[config.mk]
export PLATFORM = sky130hd
export DESIGN_NAME = ifu_prefetch_queue
export DESIGN_NICKNAME = d
export VERILOG_FILES = /design/src/rtl/ifu_prefetch_queue.sv
export SDC_FILE = /design/constraint.sdc
export NUM_CORES = 1
export LEC_CHECK = 0
export BUFFER_PORTS_ARGS = -buffer_cell sky130_fd_sc_hd__buf_2
export CAP_MARGIN = 10
export CORE_ASPECT_RATIO = 0.75
export CORE_MARGIN = 3
export CORE_UTILIZATION = 52
export CTS_CLUSTER_SIZE = 8
export DETAILED_ROUTE_END_ITERATION = 10
export PLACE_DENSITY_LB_ADDON = 0.3
export SYNTH_ARGS = -nofsm -noshare
export SYNTH_HDL_FRONTEND = slang
export SYNTH_SLANG_ARGS = --single-unit
[constraint.sdc]
create_clock -name clock -period 3.1 [get_ports clock]
set_clock_uncertainty 0.15 [all_clocks]
set_input_delay 0.465 -clock clock [delete_from_list [all_inputs] [get_ports clock]]
set_output_delay 0.465 -clock clock [all_outputs]
set_load 0.005 [all_outputs]
[src/rtl/ifu_prefetch_queue.sv]
// Instruction fetch unit with a sequential prefetcher and an FQ_DEPTH-entry {pc, ins} queue.
// At most one I-cache request is outstanding, and queue space is reserved when it issues.
module ifu_prefetch_queue #(
   parameter int unsigned     XLEN     = 32,
   parameter logic [XLEN-1:0] RESET_PC = 32'h3000_0000,
   parameter int unsigned     FQ_DEPTH = 4
) (
   input  logic                      clock,
   input  logic                      rst_n_sync,
   input  logic                      i_pc_update,
   input  logic [XLEN-1:0]           i_pc_next,
   output logic                      o_post_valid,
   input  logic                      i_post_ready,
   output logic [XLEN-1:0]           o_ins,
   output logic [XLEN-1:0]           o_pc_next,
   output logic                      req,
   output logic [XLEN-1:0]           req_addr,
   input  logic                      hit,
   input  logic [XLEN-1:0]           icache_ins,
   input  logic                      cache_valid,
   output logic [$clog2(FQ_DEPTH):0] o_fq_count,
   output logic [31:0]               o_hit_cnt
);

   localparam int unsigned PtrW = $clog2(FQ_DEPTH);
   localparam int unsigned CntW = PtrW + 1;

   typedef enum logic {StIdle, StWait} state_e;

   state_e            state_q;
   logic              req_q;
   logic [XLEN-1:0]   req_addr_q;
   logic [XLEN-1:0]   fetch_pc_q;
   logic              drop_q;
   logic [PtrW-1:0]   wptr_q, rptr_q;
   logic [CntW-1:0]   count_q;
   logic [31:0]       hit_cnt_q;
   logic [XLEN-1:0]   pc_mem_q  [FQ_DEPTH];
   logic [XLEN-1:0]   ins_mem_q [FQ_DEPTH];

   logic              rsp_valid;
   logic              push;
   logic              pop;
   logic              idle_nxt;
   logic              issue;
   logic [CntW-1:0]   count_d;
   logic [XLEN-1:0]   fetch_pc_d;
   logic              unused_pc_lsb;

   assign unused_pc_lsb = ^i_pc_next[1:0];

   always_comb begin
      rsp_valid = (state_q == StWait) && cache_valid;
      push      = rsp_valid && !drop_q && !i_pc_update;
      pop       = (count_q != '0) && i_post_ready && !i_pc_update;

      count_d = count_q + CntW'(push) - CntW'(pop);
      if (i_pc_update) begin
         count_d = '0;
      end

      fetch_pc_d = fetch_pc_q;
      if (i_pc_update) begin
         fetch_pc_d = {i_pc_next[XLEN-1:2], 2'b00};
      end else if (push) begin
         fetch_pc_d = fetch_pc_q + XLEN'(4);
      end

      // A response frees the port this cycle, so the next request can chain right behind it.
      idle_nxt = (state_q == StIdle) || rsp_valid;
      issue    = idle_nxt && !i_pc_update && (count_d < CntW'(FQ_DEPTH));
   end

   always_ff @(posedge clock) begin
      if (!rst_n_sync) begin
         state_q    <= StIdle;
         req_q      <= 1'b0;
         req_addr_q <= '0;
         fetch_pc_q <= RESET_PC;
         drop_q     <= 1'b0;
      end else begin
         req_q      <= issue;
         fetch_pc_q <= fetch_pc_d;
         if (issue) begin
            req_addr_q <= fetch_pc_d;
         end
         if (i_pc_update) begin
            drop_q <= (state_q == StWait) && !cache_valid;
         end else if (rsp_valid) begin
            drop_q <= 1'b0;
         end
         unique case (state_q)
            StIdle: begin
               if (issue) begin
                  state_q <= StWait;
               end
            end
            StWait: begin
               if (rsp_valid && !issue) begin
                  state_q <= StIdle;
               end
            end
            default: state_q <= StIdle;
         endcase
      end
   end

   always_ff @(posedge clock) begin
      if (!rst_n_sync || i_pc_update) begin
         wptr_q  <= '0;
         rptr_q  <= '0;
         count_q <= '0;
      end else begin
         count_q <= count_d;
         if (push) begin
            wptr_q <= wptr_q + PtrW'(1);
         end
         if (pop) begin
            rptr_q <= rptr_q + PtrW'(1);
         end
      end
   end

   always_ff @(posedge clock) begin
      if (push) begin
         pc_mem_q[wptr_q]  <= fetch_pc_q;
         ins_mem_q[wptr_q] <= icache_ins;
      end
   end

   always_ff @(posedge clock) begin
      if (!rst_n_sync) begin
         hit_cnt_q <= '0;
      end else if (push && hit) begin
         hit_cnt_q <= hit_cnt_q + 32'd1;
      end
   end

   assign o_post_valid = (count_q != '0);
   assign o_ins        = ins_mem_q[rptr_q];
   assign o_pc_next    = pc_mem_q[rptr_q];
   assign req          = req_q;
   assign req_addr     = req_addr_q;
   assign o_fq_count   = count_q;
   assign o_hit_cnt    = hit_cnt_q;

endmodule

* Word-level counts from Yosys, hierarchy flattened *
Memory sizes are Yosys's and may differ from the RTL's. A register that Yosys moved wholly into a read port is not among the register bits.
Index checks and enable logic that the tools add are counted.

storage, ports and cells
  memory bits (writable) = 256
  logic and storage cells = 52
  flip-flop bits (word level) = 106
  input port bits = 70
  memories = 2
  output and inout port bits = 133

operators by class
  reductions and logical operators = 19
  bitwise logic cells = 1
  muxes and demuxes = 14
  add/sub/neg operators = 6
  $lt $le $gt $ge = 1

memory list
  memory     words  width  read ports  clocked after Yosys merged registers in  wr ports  RTL line  RTL
  ins_mem_q  4      32     1           1                                        1         39        logic [XLEN-1:0] ins_mem_q [FQ_DEPTH];
  pc_mem_q   4      32     1           1                                        1         38        logic [XLEN-1:0] pc_mem_q [FQ_DEPTH];

operators with widths
  operator                                                         number
  32-bit two-way mux                                               2
  32-bit by 1-bit adder with 32-bit output, second input constant  1
  32-bit by 3-bit adder with 32-bit output, second input constant  1
  1-bit logical AND                                                10
  2-bit two-way mux                                                4
  1-bit two-way mux                                                6
  1-bit logical NOT                                                5
  2-bit by 1-bit adder with 2-bit output, second input constant    2
  3-bit by 1-bit adder with 3-bit output                           1
  3-bit less-than comparator, second input constant                1
  3-bit two-way mux                                                1
  3-bit nonzero test                                               1
  3-bit by 1-bit subtractor with 3-bit output                      1
  1-bit logical OR                                                 2
  1-bit one-hot mux with 2 select lines                            1
  2-bit nonzero test                                               1
  1-bit inverter                                                   1

* Depth between registers and ports, before layout *
Gate-level depths: netlist of run 1.

  word-level depth = 12
  depth in mapped cells = 12

* Least setup slack after synthesis of run 1 *
No wires, ideal clock.

  kind = register -> register
  start point = reg count_q[1], in the netlist o_fq_count[1]
  end point = reg req_addr_q[27], in the netlist req_addr[27]
  path slack = -0.250 ns
  library setup time = 0.091 ns
  stages on the path, launching flop included = 12
  required time = 2.859 ns
  period minus slack after synthesis = 3.350 ns
  data arrival time = 3.109 ns
  path buffers = 1
  cell sequence = dfxtp_1 -> or3_1 -> and3_1 -> ha_1 -> inv_1 -> ha_1 -> fa_1 -> xnor3_1 -> nor3_1 -> clkbuf_1 -> nor2_1 -> a311oi_1

between the ends
  longest elaborated chain between the ends = 7
  elaborated cells between the ends (all ways) = 8
  classes of those cells = 2 x add/sub; 1 x order compare; 1 x mux; 4 x reduce/logical

RTL lines
  element                                      RTL line  RTL
  from (decl)                                  36        logic [CntW-1:0] count_q;
  from (signal assigned)                       114       count_q <= count_d;
  3-bit nonzero test                           --
  net o_post_valid                             12        output logic o_post_valid,
  1-bit logical AND (2 in series)              55        pop = (count_q != '0) && i_post_ready && !i_pc_update;
  net pop                                      43        logic pop;
  3-bit by 1-bit subtractor with 3-bit output  57        count_d = count_q + CntW'(push) - CntW'(pop);
  3-bit two-way mux                            58        if (i_pc_update) begin
  3-bit less-than comparator                   71        issue = idle_nxt && !i_pc_update && (count_d < CntW'(FQ_DEPTH));
  1-bit logical AND                            71
  to (signal assigned)                         85        req_addr_q <= fetch_pc_d;
  to (decl)                                    32        logic [XLEN-1:0] req_addr_q;

The timed path passes the listed nets, and every way through them passes these cells.
A chain may end at the register's enable or synchronous reset.

* Worst setup path after layout of run 1 *
  start point = reg count_q[2], in the netlist o_fq_count[2]
  end point = reg req_addr_q[20], in the netlist req_addr[20]

between the ends
  longest elaborated chain between the ends = 7
  elaborated cells between the ends (all ways) = 8
  classes of those cells = 2 x add/sub; 1 x order compare; 1 x mux; 4 x reduce/logical

RTL lines
  element                                      RTL line
  3-bit nonzero test                           55
  1-bit logical AND (2 in series)              55
  net pop                                      43
  3-bit by 1-bit subtractor with 3-bit output  57
  3-bit two-way mux                            58
  3-bit less-than comparator                   71
  1-bit logical AND                            71

The timed path passes the listed nets, and every way through them passes these cells.

==> qor.yml, run 1 <==
finish:
  final_common_cell: "edfxtp_1"
  drive_above_1_share_pct: 30.8
  filler_cell_count: 1886
  multiInputGateArea_um2: 4320
  mostFrequentLayoutCells: "edfxtp_1 (256), buf_2 (200), dfxtp_1 (106)"
  final_nets: 1314
  regArea_um2: 9860
  area_delta_synth_final_pct: 25.6
  final_util_pct: 66.8
critical_path:
  crit_slowest_cell: "or3_4"
  max_stage_delay_ps: 430
  timing.rr.start: "o_fq_count[2]"
  path_cells: "or3_4 > and3_4 > ha_1 > inv_1 > ha_2 > fa_2 > xnor3_2 > or3_4 > nor4_2 > a211oi_1"
  cp_max_fo: 5
  crit_top_cell: "or3_4"
  worstPathRequired_ps: 3380
  criticalPathCategory: "flop to flop"
  reg2reg_depth: 10
  worstPathArrival_ps: 3260
  r2r_end: "req_addr[20]"
  regToRegSetupSlack_ps: 120
  worst_setup_path_end_kind: "flop"
  start_kind: "flop"
yosys:
  async_flop_share_pct: 0
  synth_seq_cells: 364
  synthMuxAreaShare_pct: 11.2
  synthFlopType: "edfxtp_1"
  synth_cell_types: 53
  synth_nets: 1032
  syn_area_um2: 14400
  ys_seq_area_share_pct: 68.3
  netlist_instances: 953
  synth_edf_count: 256
  yosys.area_share.adder_pct: 0.833
  synth_top_family_by_area: "multiplexers"
  avgSynthCellArea_um2: 15.1
  synth-simple-area-share_pct: 10.2
  yosysWarnings: 0
  synth_compound_area_share_pct: 6.38
  synthXorXnorAreaFrac_pct: 1.01
sta:
  worst_pin_slew_ps: 820
  max_slew_margin_pct: 45.3
  fin_crit_ps: 2980
  finalHoldViolations: 0
  final.period_utilization_pct: 96.2
  fmax_mhz: 335
  worst_slack_ps: 118
  drv_slew: 0
  setup_viol: 0
clocking:
  numCtsBuffers: 51
  cts_tree: "done"
  clockBufferDepth: 3
  cts_sinks: 364
  clock-root-buffer: "clkbuf_16"
  path_clk_slew_ps: 50
  cts_max_level: 2
  insertion_delay_ps: 550
floorplan:
  fp.dieW_um: 198
  die-height_um: 150
  core_area_um2: 27100
  start_util_pct: 53.2
  io_pins: 203
  die_area_um2: 29800
  core.rowCount: 52
detailed_routing:
  drc: 0
  vias: 9629
  wl_per_cell_um: 21.5
  vias_per_cell: 5.93
  first_iter_violations: 793
  drt_wl_total_um: 35000
  first_pass_iters: 5
  drt.antenna.violating_nets: 0
grt:
  grt_max_degree: 47
  grt-ovfl-total: 0
  antenna_found_initial: 5
  grt_pass1_wl_um: 54200
  grt_pass1_vias: 9588
  grt_use_total_pct: 23.4
hold_path:
  hp-start: "i_pc_next[3]"
  hold_end: "fetch_pc_q[3]"
  min_path_type: "input port to flop"
  hold_depth: 3
run:
  cap_violations: 0
placement:
  dpl.hpwl_um: 22100
  numPortBuffers: 200
  gp_congestion: 0.838
  dp_slack_ps: -191
run_status:
  status: "completed"
power_and_ir_drop:
  p_per_area_nw_per_um2: 610
  p_leak_nw: 6.36
  vdd_drop_max_mv: 0.497
==> cells in the mapped netlist, types with 9 or more instances <==
library cell    n  area (um2)
o41ai_1        11        96.3
nand2b_1       14        87.6
edfxtp_1      256        7690
nand3_1        33         165
a31oi_1        23         144
a311oi_1       11        96.3
nand4_1        23         144
nor4_1         26         163
and3_1          9        56.3
or4_1          15         113
mux2i_1        14         140
mux4_2         64        1440
o21ai_0        49         245
a21oi_1        18        90.1
nor2_1         39         146
nand2_1        46         173
xor2_1          9        78.8
and2_1         12        75.1
inv_1          20        75.1
clkbuf_1       43         161
buf_1          12        45.0
o31ai_1        12        90.1
nor3_1         10        50.1
and4_1         11        96.3
or3_1          10        62.6
dfxtp_1       108        2160
==> stage by stage <==
step | cell area (um2) | std cells | power, W | TNS, ps | hold WS [ps]
detailed placement | 16100 | 1493 | 0.00590 | -4130 | 311
floorplan | 14400 | 953 | 0.00566 | -3.88 | 303
finish | 18100 | 1625 | 0.0110 | 0 | 31.2
global placement | 16100 | 1493 | 0.00588 | -2540 | 299
global route | 18100 | 1624 | 0.0114 | -21.1 | 42.0
CTS | 18100 | 1623 | 0.0111 | 0 | 14.4
==> per-layer routing <==
metal  vias to the layer above  GRT usage [%]  part of all wire [%]
met2                       404           36.3                    46
met3                        73           5.97                   8.8
met4                        10           8.35                   2.7
met1                      4758           32.6                    42
li1                       4384              -                     -
met5                         -              0                  0.14
==> cell type report <==
| cell class | count | share of cell area, % |
|---|---|---|
| antenna | 1 | 0.0138 |
| timing repair buffer | 286 | 10.5 |
| inverter | 21 | 0.449 |
| tap | 351 | 2.42 |
| clock buffer | 88 | 7.93 |
| clock inverter | 3 | 0.442 |
| multi-input combinational | 511 | 23.9 |
| sequential | 364 | 54.4 |
==> how the worst max path moves through the flow <==
stage          slack [ps]      endpoint           from  cells after the start
2_1_floorplan          -2  req_addr[20]  o_fq_count[1]                     11
4_1_cts                20   req_addr[2]  o_fq_count[2]                     11
3_3_place_gp         -120   req_addr[3]    i_pc_update                     13
3_5_place_dp         -190  req_addr[27]    i_pc_update                     13
5_1_grt               -10  req_addr[27]  o_fq_count[2]                     12
6_report              120  req_addr[20]  o_fq_count[2]                     10
==> where the power goes <==
group	internal [W]	switching (W)
combinational	0.000222	0.000260
clock	0.00320	0.00196
sequential	0.00530	0.0000940
total	0.00873	0.00231
==> cells by family after synthesis <==
group | Yosys count
adder cells (fa/ha/maj) | 9
AO/OA/AOI/OAI | 143
XOR/XNOR | 15
flip-flops | 364
multiplexers | 81
buffers and inverters | 78
AND/OR/NAND/NOR | 263
==> sequential cells by signal, summed over array words and instances, names as in the netlist, named ones only <==
name and flops:
ins_mem_q 128, pc_mem_q 128, fetch_pc_q 32, o_hit_cnt 32, req_addr 32, o_fq_count 3, rptr_q 2, wptr_q 2
drop_q 1, req 1, state_q 1
==> critical path: cells and delay by family, from the launching register on <==
family          cells  cell delay [ps]
xor+xnor            1              290
fa+ha+maj           3              750
compound gates      1               70
buf+inv             1               40
flops               1              310
simple gates        4             1250
==> what timing repair did <==
action	CTS	global route
cloned	2	1
buffers inserted	4	1
hold endpoints to repair	130	0
resized for setup	8	6
setup endpoints to repair	28	32
hold buffers	34	0
pin swaps	2	1
No activity file was read; power rests on OpenSTA's default activity.
==> inputs of run 2 (changes only) <==
- CORE_ASPECT_RATIO: 0.75 -> unset
- REMOVE_ABC_BUFFERS: unset -> 1
==> run 2 against run 1 <==
Largest power group unchanged. Register-to-register slack worse by 60 ps. Worst hold slack worse by 20 ps. Critical path depth up 3. Cell count up 1.4%.
==> qor.yml, run 2 (synthesized netlist as in run 1, its figures left out) <==
run_status:
  status: "completed"
placement:
  numPortBuffers: 200  # unchanged
  dp_slack_ps: -150  # +40.3 ps
  dpl.hpwl_um: 21400  # -2.9%
  gp_congestion: 0.817  # -2.5%
sta:
  setup_viol: 0  # unchanged
  finalHoldViolations: 0  # unchanged
  worst_pin_slew_ps: 602  # -218 ps
  max_slew_margin_pct: 59.5  # +14 points
  whs_ps: 11.6  # -19.6 ps
  fmax_mhz: 329  # -1.9%
  worst_slack_ps: 59.9  # -57.6 ps
  drv_slew: 0  # unchanged
  rsz0062_at_grt: "true"
  final.period_utilization_pct: 98.1  # +1.9 points
  fin_crit_ps: 3040  # +57.6 ps
detailed_routing:
  drt_wl_total_um: 34000  # -2.9%
  drt.antenna.violating_nets: 0  # unchanged
  first_iter_violations: 709  # -11%
  wl_per_cell_um: 20.6  # -4.2%
  first_pass_iters: 5  # unchanged
  drc: 0  # unchanged
  vias_per_cell: 5.79  # -2.2%
  vias: 9549  # -0.83%
hold_path:
  hp-start: "icache_ins[17]"
  min_path_type: "input port to flop"
  hold_depth: 1  # -2
  hold_end: "ins_mem_q[3][17]"
clocking:
  clock-root-buffer: "clkbuf_16"
  cts_sinks: 364  # unchanged
  insertion_delay_ps: 550  # about the same
  cts_max_level: 2  # unchanged
  numCtsBuffers: 51  # unchanged
  clockBufferDepth: 3  # unchanged
  cts_tree: "done"
  path_clk_slew_ps: 50  # about the same
floorplan:
  die_area_um2: 29800  # about the same
  die-height_um: 173  # +15%
  fp.dieW_um: 173  # -13%
  start_util_pct: 53.2  # +0.059 points
  core.rowCount: 60  # +15%
  core_area_um2: 27100  # -0.11%
  io_pins: 203  # unchanged
critical_path:
  timing.rr.start: "o_fq_count[0]"
  worstPathArrival_ps: 3330  # +70 ps
  r2r_end: "req_addr[29]"
  criticalPathCategory: "flop to flop"
  reg2reg_depth: 13  # +3
  worstPathRequired_ps: 3390  # about the same
  worst_setup_path_end_kind: "flop"
  regToRegSetupSlack_ps: 60  # -60 ps
  start_kind: "flop"
  cp_max_fo: 18  # +13
run:
  cap_violations: 0  # unchanged
finish:
  final_util_pct: 66.9  # +0.16 points
  area_delta_synth_final_pct: 25.7
  final_nets: 1313  # -0.076%
  reg.largest.list: "ins_mem_q: 128 flops, pc_mem_q: 128 flops"
  mostFrequentLayoutCells: "edfxtp_1 (256), buf_2 (200), dfxtp_1 (104)"
  final_common_cell: "edfxtp_1"
  drive_above_1_share_pct: 30.9  # +0.11 points
grt:
  grt_max_degree: 51  # +8.5%
  grt-ovfl-total: 0  # unchanged
  grt_pass1_vias: 9715  # +1.3%
  grt_pass1_wl_um: 54600  # +0.89%
  antenna_found_initial: 4  # -1
  grt_use_total_pct: 22.9  # -0.53 points
power_and_ir_drop:
  p_per_area_nw_per_um2: 608  # -0.30%
  vdd_drop_max_mv: 0.365  # -27%
  p_leak_nw: 6.34  # -0.23%
==> run 2: changes by cell type in the layout (fill, tap and decap cells not counted), moves of 2 or more <==
cell / change
ha_4: +2
dfxtp_2: +2
buf_6: +2
dfxtp_1: -2
clkbuf_1: +3
==> run 2: area by class of cell <==
type / instances / area [um2]
Tap cell: 372 / 465
Sequential cell: 364 / 9860
Multi-Input combinational cell: 511 / 4340
Clock inverter: 2 / 50.0
Antenna cell: 1 / 2.50
Clock buffer: 92 / 1470
Inverter: 21 / 81.3
Fill cell: 1906 / 8960
Timing Repair Buffer: 285 / 1870
==> run 2: stage by stage <==
| stage | cell area (um2) | power (W) | setup TNS, ps | cells |
|---|---|---|---|---|
| after floorplan | 14200 | 0.00564 | -127290 | 896 |
| after global placement | 16200 | 0.00589 | -2010 | 1518 |
| after detailed placement | 16200 | 0.00590 | -3440 | 1518 |
| after CTS | 18100 | 0.0111 | 0 | 1648 |
| after global routing | 18100 | 0.0114 | -87.9 | 1647 |
| final | 18100 | 0.0110 | 0 | 1648 |
==> run 2: how the worst max path moves through the flow <==
stage / from / end / slack (ps) / depth (start not counted)
2_1_floorplan: i_pc_update / req_addr[10] / -2370 / 10
3_3_place_gp: i_pc_update / req_addr[20] / -100 / 12
3_5_place_dp: i_pc_update / req_addr[26] / -150 / 14
4_1_cts: o_fq_count[2] / req_addr[29] / 2 / 13
5_1_grt: o_fq_count[0] / req_addr[30] / -20 / 13
6_report: o_fq_count[0] / req_addr[29] / 60 / 13
==> run 2: power breakdown <==
part,internal (W),switching (W)
Sequential,0.00530,0.0000896
Clock,0.00319,0.00197
Combinational,0.000218,0.000252
==> run 2: timing repair <==
| action | 4_1_cts | 5_1_grt |
|---|---|---|
| endpoints found under the setup margin | 30 | 30 |
| buffers inserted | 3 | 0 |
| hold buffers | 33 | 0 |
| gates resized for setup | 7 | 12 |
| hold endpoints to repair | 126 | 0 |
| pin swaps | 3 | 10 |
==> run 2: critical path, cell delays in order (launching register included) <==
cell and delay, ps:
dfxtp_2 320, or3_4 380, and3_4 190, ha_4 260
inv_2 40, ha_4 150, fa_2 340, xnor3_1 230
buf_6 150, nor3_4 110, buf_6 180, buf_12 160
nor2_1 40, a311oi_1 230
==> run 2: per-layer routing <==
| metal | wire [um] | global-route usage (%) | vias to the layer above |
|---|---|---|---|
| met5 | 48 | 0 | - |
| met4 | 704 | 6.56 | 8 |
| met3 | 2840 | 5.71 | 65 |
| met2 | 16300 | 36.8 | 360 |
| met1 | 14100 | 31.5 | 4720 |
| li1 | - | - | 4396 |
==> inputs of run 3 (changes only) <==
- CORE_UTILIZATION: 52 -> 61
- clock period: 3.1 -> 3.7 ns (I/O delays scaled with it)
==> run 3 against run 2 <==
Combinational power down 31%. Count of clock-buffer cells in the layout is the same. Non-clock buffer count shrank 63. Critical path depth down 2. Global-route usage is 3.1 points higher. Highest routed layer unchanged.
==> qor.yml, run 3 (synthesized netlist as in run 1, its figures left out) <==
grt:
  antenna_found_initial: 4  # unchanged
  grt_use_total_pct: 26.0  # +3.1 points
  grt_pass1_wl_um: 52100  # -4.6%
  grt-ovfl-total: 0  # unchanged
  grt_pass1_vias: 9107  # -6.3%
  grt_max_degree: 65  # +27%
sta:
  rsz0062_at_grt: "false"
  worst_pin_slew_ps: 997  # +395 ps
  finalHoldViolations: 0  # unchanged
  setup_viol: 0  # unchanged
  fmax_mhz: 306  # -6.9%
  max_slew_margin_pct: 33.5  # -26 points
  whs_ps: 77.4  # +65.8 ps
  final.period_utilization_pct: 88.3  # -9.8 points
  drv_slew: 0  # unchanged
  fin_crit_ps: 3270  # +226 ps
critical_path:
  worstPathArrival_ps: 3540  # +210 ps
  worst-path-buf-inv: 2  # -2
  critical_path.startpoint: "o_fq_count[1]"
  r2r_end: "req_addr[4]"
  crit_slowest_cell: "or3_1"
  timing.rr.start: "o_fq_count[1]"
  crit_path_end: "req_addr[4]"
  cp_max_fo: 8  # -10
  path_cells: "or3_1 > and3_1 > ha_1 > inv_1 > ha_1 > fa_1 > xnor3_1 > or3_1 > buf_4 > nand3_1 > o21ai_0"
  reg2reg_depth: 11  # -2
  worst-path-stages: 11  # -2
  criticalPathCategory: "flop to flop"
  regToRegSetupSlack_ps: 430  # +370 ps
  start_kind: "flop"
  worstPathRequired_ps: 3970  # +580 ps
  path_delay_family: "simple AND/OR/NAND/NOR gates"
  worst_setup_path_end_kind: "flop"
  max_stage_delay_ps: 530  # +150 ps
finish:
  area_delta_synth_final_pct: 20.3
  fin_area_um2: 17300  # -4.3%
  final_util_pct: 75.7  # +8.8 points
  final_common_cell: "edfxtp_1"
  reg.largest.list: "ins_mem_q: 128 flops, pc_mem_q: 128 flops"
  final_nets: 1250  # -4.8%
  drive_above_1_share_pct: 29.2  # -1.7 points
  mostFrequentLayoutCells: "edfxtp_1 (256), buf_2 (200), dfxtp_1 (106)"
clocking:
  cts.repair.resized: 0  # -7
  cts_hold_buf: 0  # -100%
  postCtsSetupBuffers: 0  # -3
  cts_sinks: 364  # unchanged
  cts_max_level: 2  # unchanged
  clock-root-buffer: "clkbuf_16"
  cts_tree: "done"
  numCtsBuffers: 51  # unchanged
  clockBufferDepth: 3  # unchanged
  path_clk_slew_ps: 50  # about the same
  insertion_delay_ps: 540  # about the same
floorplan:
  core.rowCount: 55  # -8.3%
  die-height_um: 160  # -7.4%
  start_util_pct: 62.9  # +9.7 points
  fp.dieW_um: 160  # -7.4%
  core_area_um2: 22900  # -15%
  die_area_um2: 25500  # -14%
  io_pins: 203  # unchanged
detailed_routing:
  drt.antenna.violating_nets: 0  # unchanged
  wl_per_cell_um: 21.8  # +5.8%
  first_pass_iters: 5  # unchanged
  drt_wl_total_um: 33400  # -1.9%
  drc: 0  # unchanged
  vias_per_cell: 6.05  # +4.5%
  first_iter_violations: 692  # -2.4%
  vias: 9250  # -3.1%
power_and_ir_drop:
  p_per_area_nw_per_um2: 526  # -14%
  vdd_drop_max_mv: 0.356  # -2.4%
  p_leak_nw: 6.03  # -4.9%
run:
  cap_violations: 0  # unchanged
placement:
  numPortBuffers: 200  # unchanged
  dpl.hpwl_um: 20300  # -5.1%
  gp_congestion: 0.810  # -0.80%
  dpl_cell_area_um2: 15800  # -2.1%
run_status:
  status: "completed"
hold_path:
  min_path_type: "input port to flop"
==> run 3: worst min path at each step <==
| stage | cells after the start | slack [ps] | to | from |
|---|---|---|---|---|
| finish | 1 | 80 | ins_mem_q[3][6] | icache_ins[6] |
| global route | 1 | 70 | ins_mem_q[3][7] | icache_ins[7] |
| CTS | 1 | 60 | ins_mem_q[3][6] | icache_ins[6] |
| detailed placement | 2 | 310 | req_addr[10] | req_addr[10] |
| global placement | 2 | 300 | o_hit_cnt[31] | o_hit_cnt[31] |
| floorplan | 2 | 300 | req_addr[0] | req_addr[0] |
==> run 3: per-stage QoR <==
| stage | setup TNS (ps) | power (W) | setup WS, ps | std cells |
|---|---|---|---|---|
| floorplan | -77820 | 0.00472 | -1860 | 896 |
| global placement | 0 | 0.00491 | 319 | 1431 |
| detailed placement | 0 | 0.00492 | 270 | 1431 |
| CTS | 0 | 0.00918 | 436 | 1525 |
| global route | 0 | 0.00941 | 214 | 1525 |
| finish | 0 | 0.00912 | 434 | 1528 |
==> run 3: area by class of cell <==
class,instances,area [um2]
inverters,21,81.3
flip-flops and latches,364,9860
fillers,1388,5570
multi-input cells,511,4280
clock buffers,92,1470
diodes,3,7.51
well taps,313,392
clock inverters,2,25.0
repair buffers,222,1230
==> run 3: power by group <==
part           internal, W  switching [W]
Sequential         0.00444      0.0000845
Combinational     0.000136       0.000192
Clock              0.00266        0.00161
==> run 3: worst register-to-register path, delay by kind of cell (launching register included) <==
kind,cells,cell delay [ps]
flops,1,340
compound gates,1,100
simple gates,4,1220
xor+xnor,1,240
buf+inv,2,280
fa+ha+maj,3,830
==> run 3: metal layers <==
metal	vias to the layer above	wire length (um)	track usage, %
met3	63	2750	6.51
met5	-	34	0
met1	4544	13200	34.3
li1	4262	-	-
met4	6	821	8.16
met2	375	16600	43.1
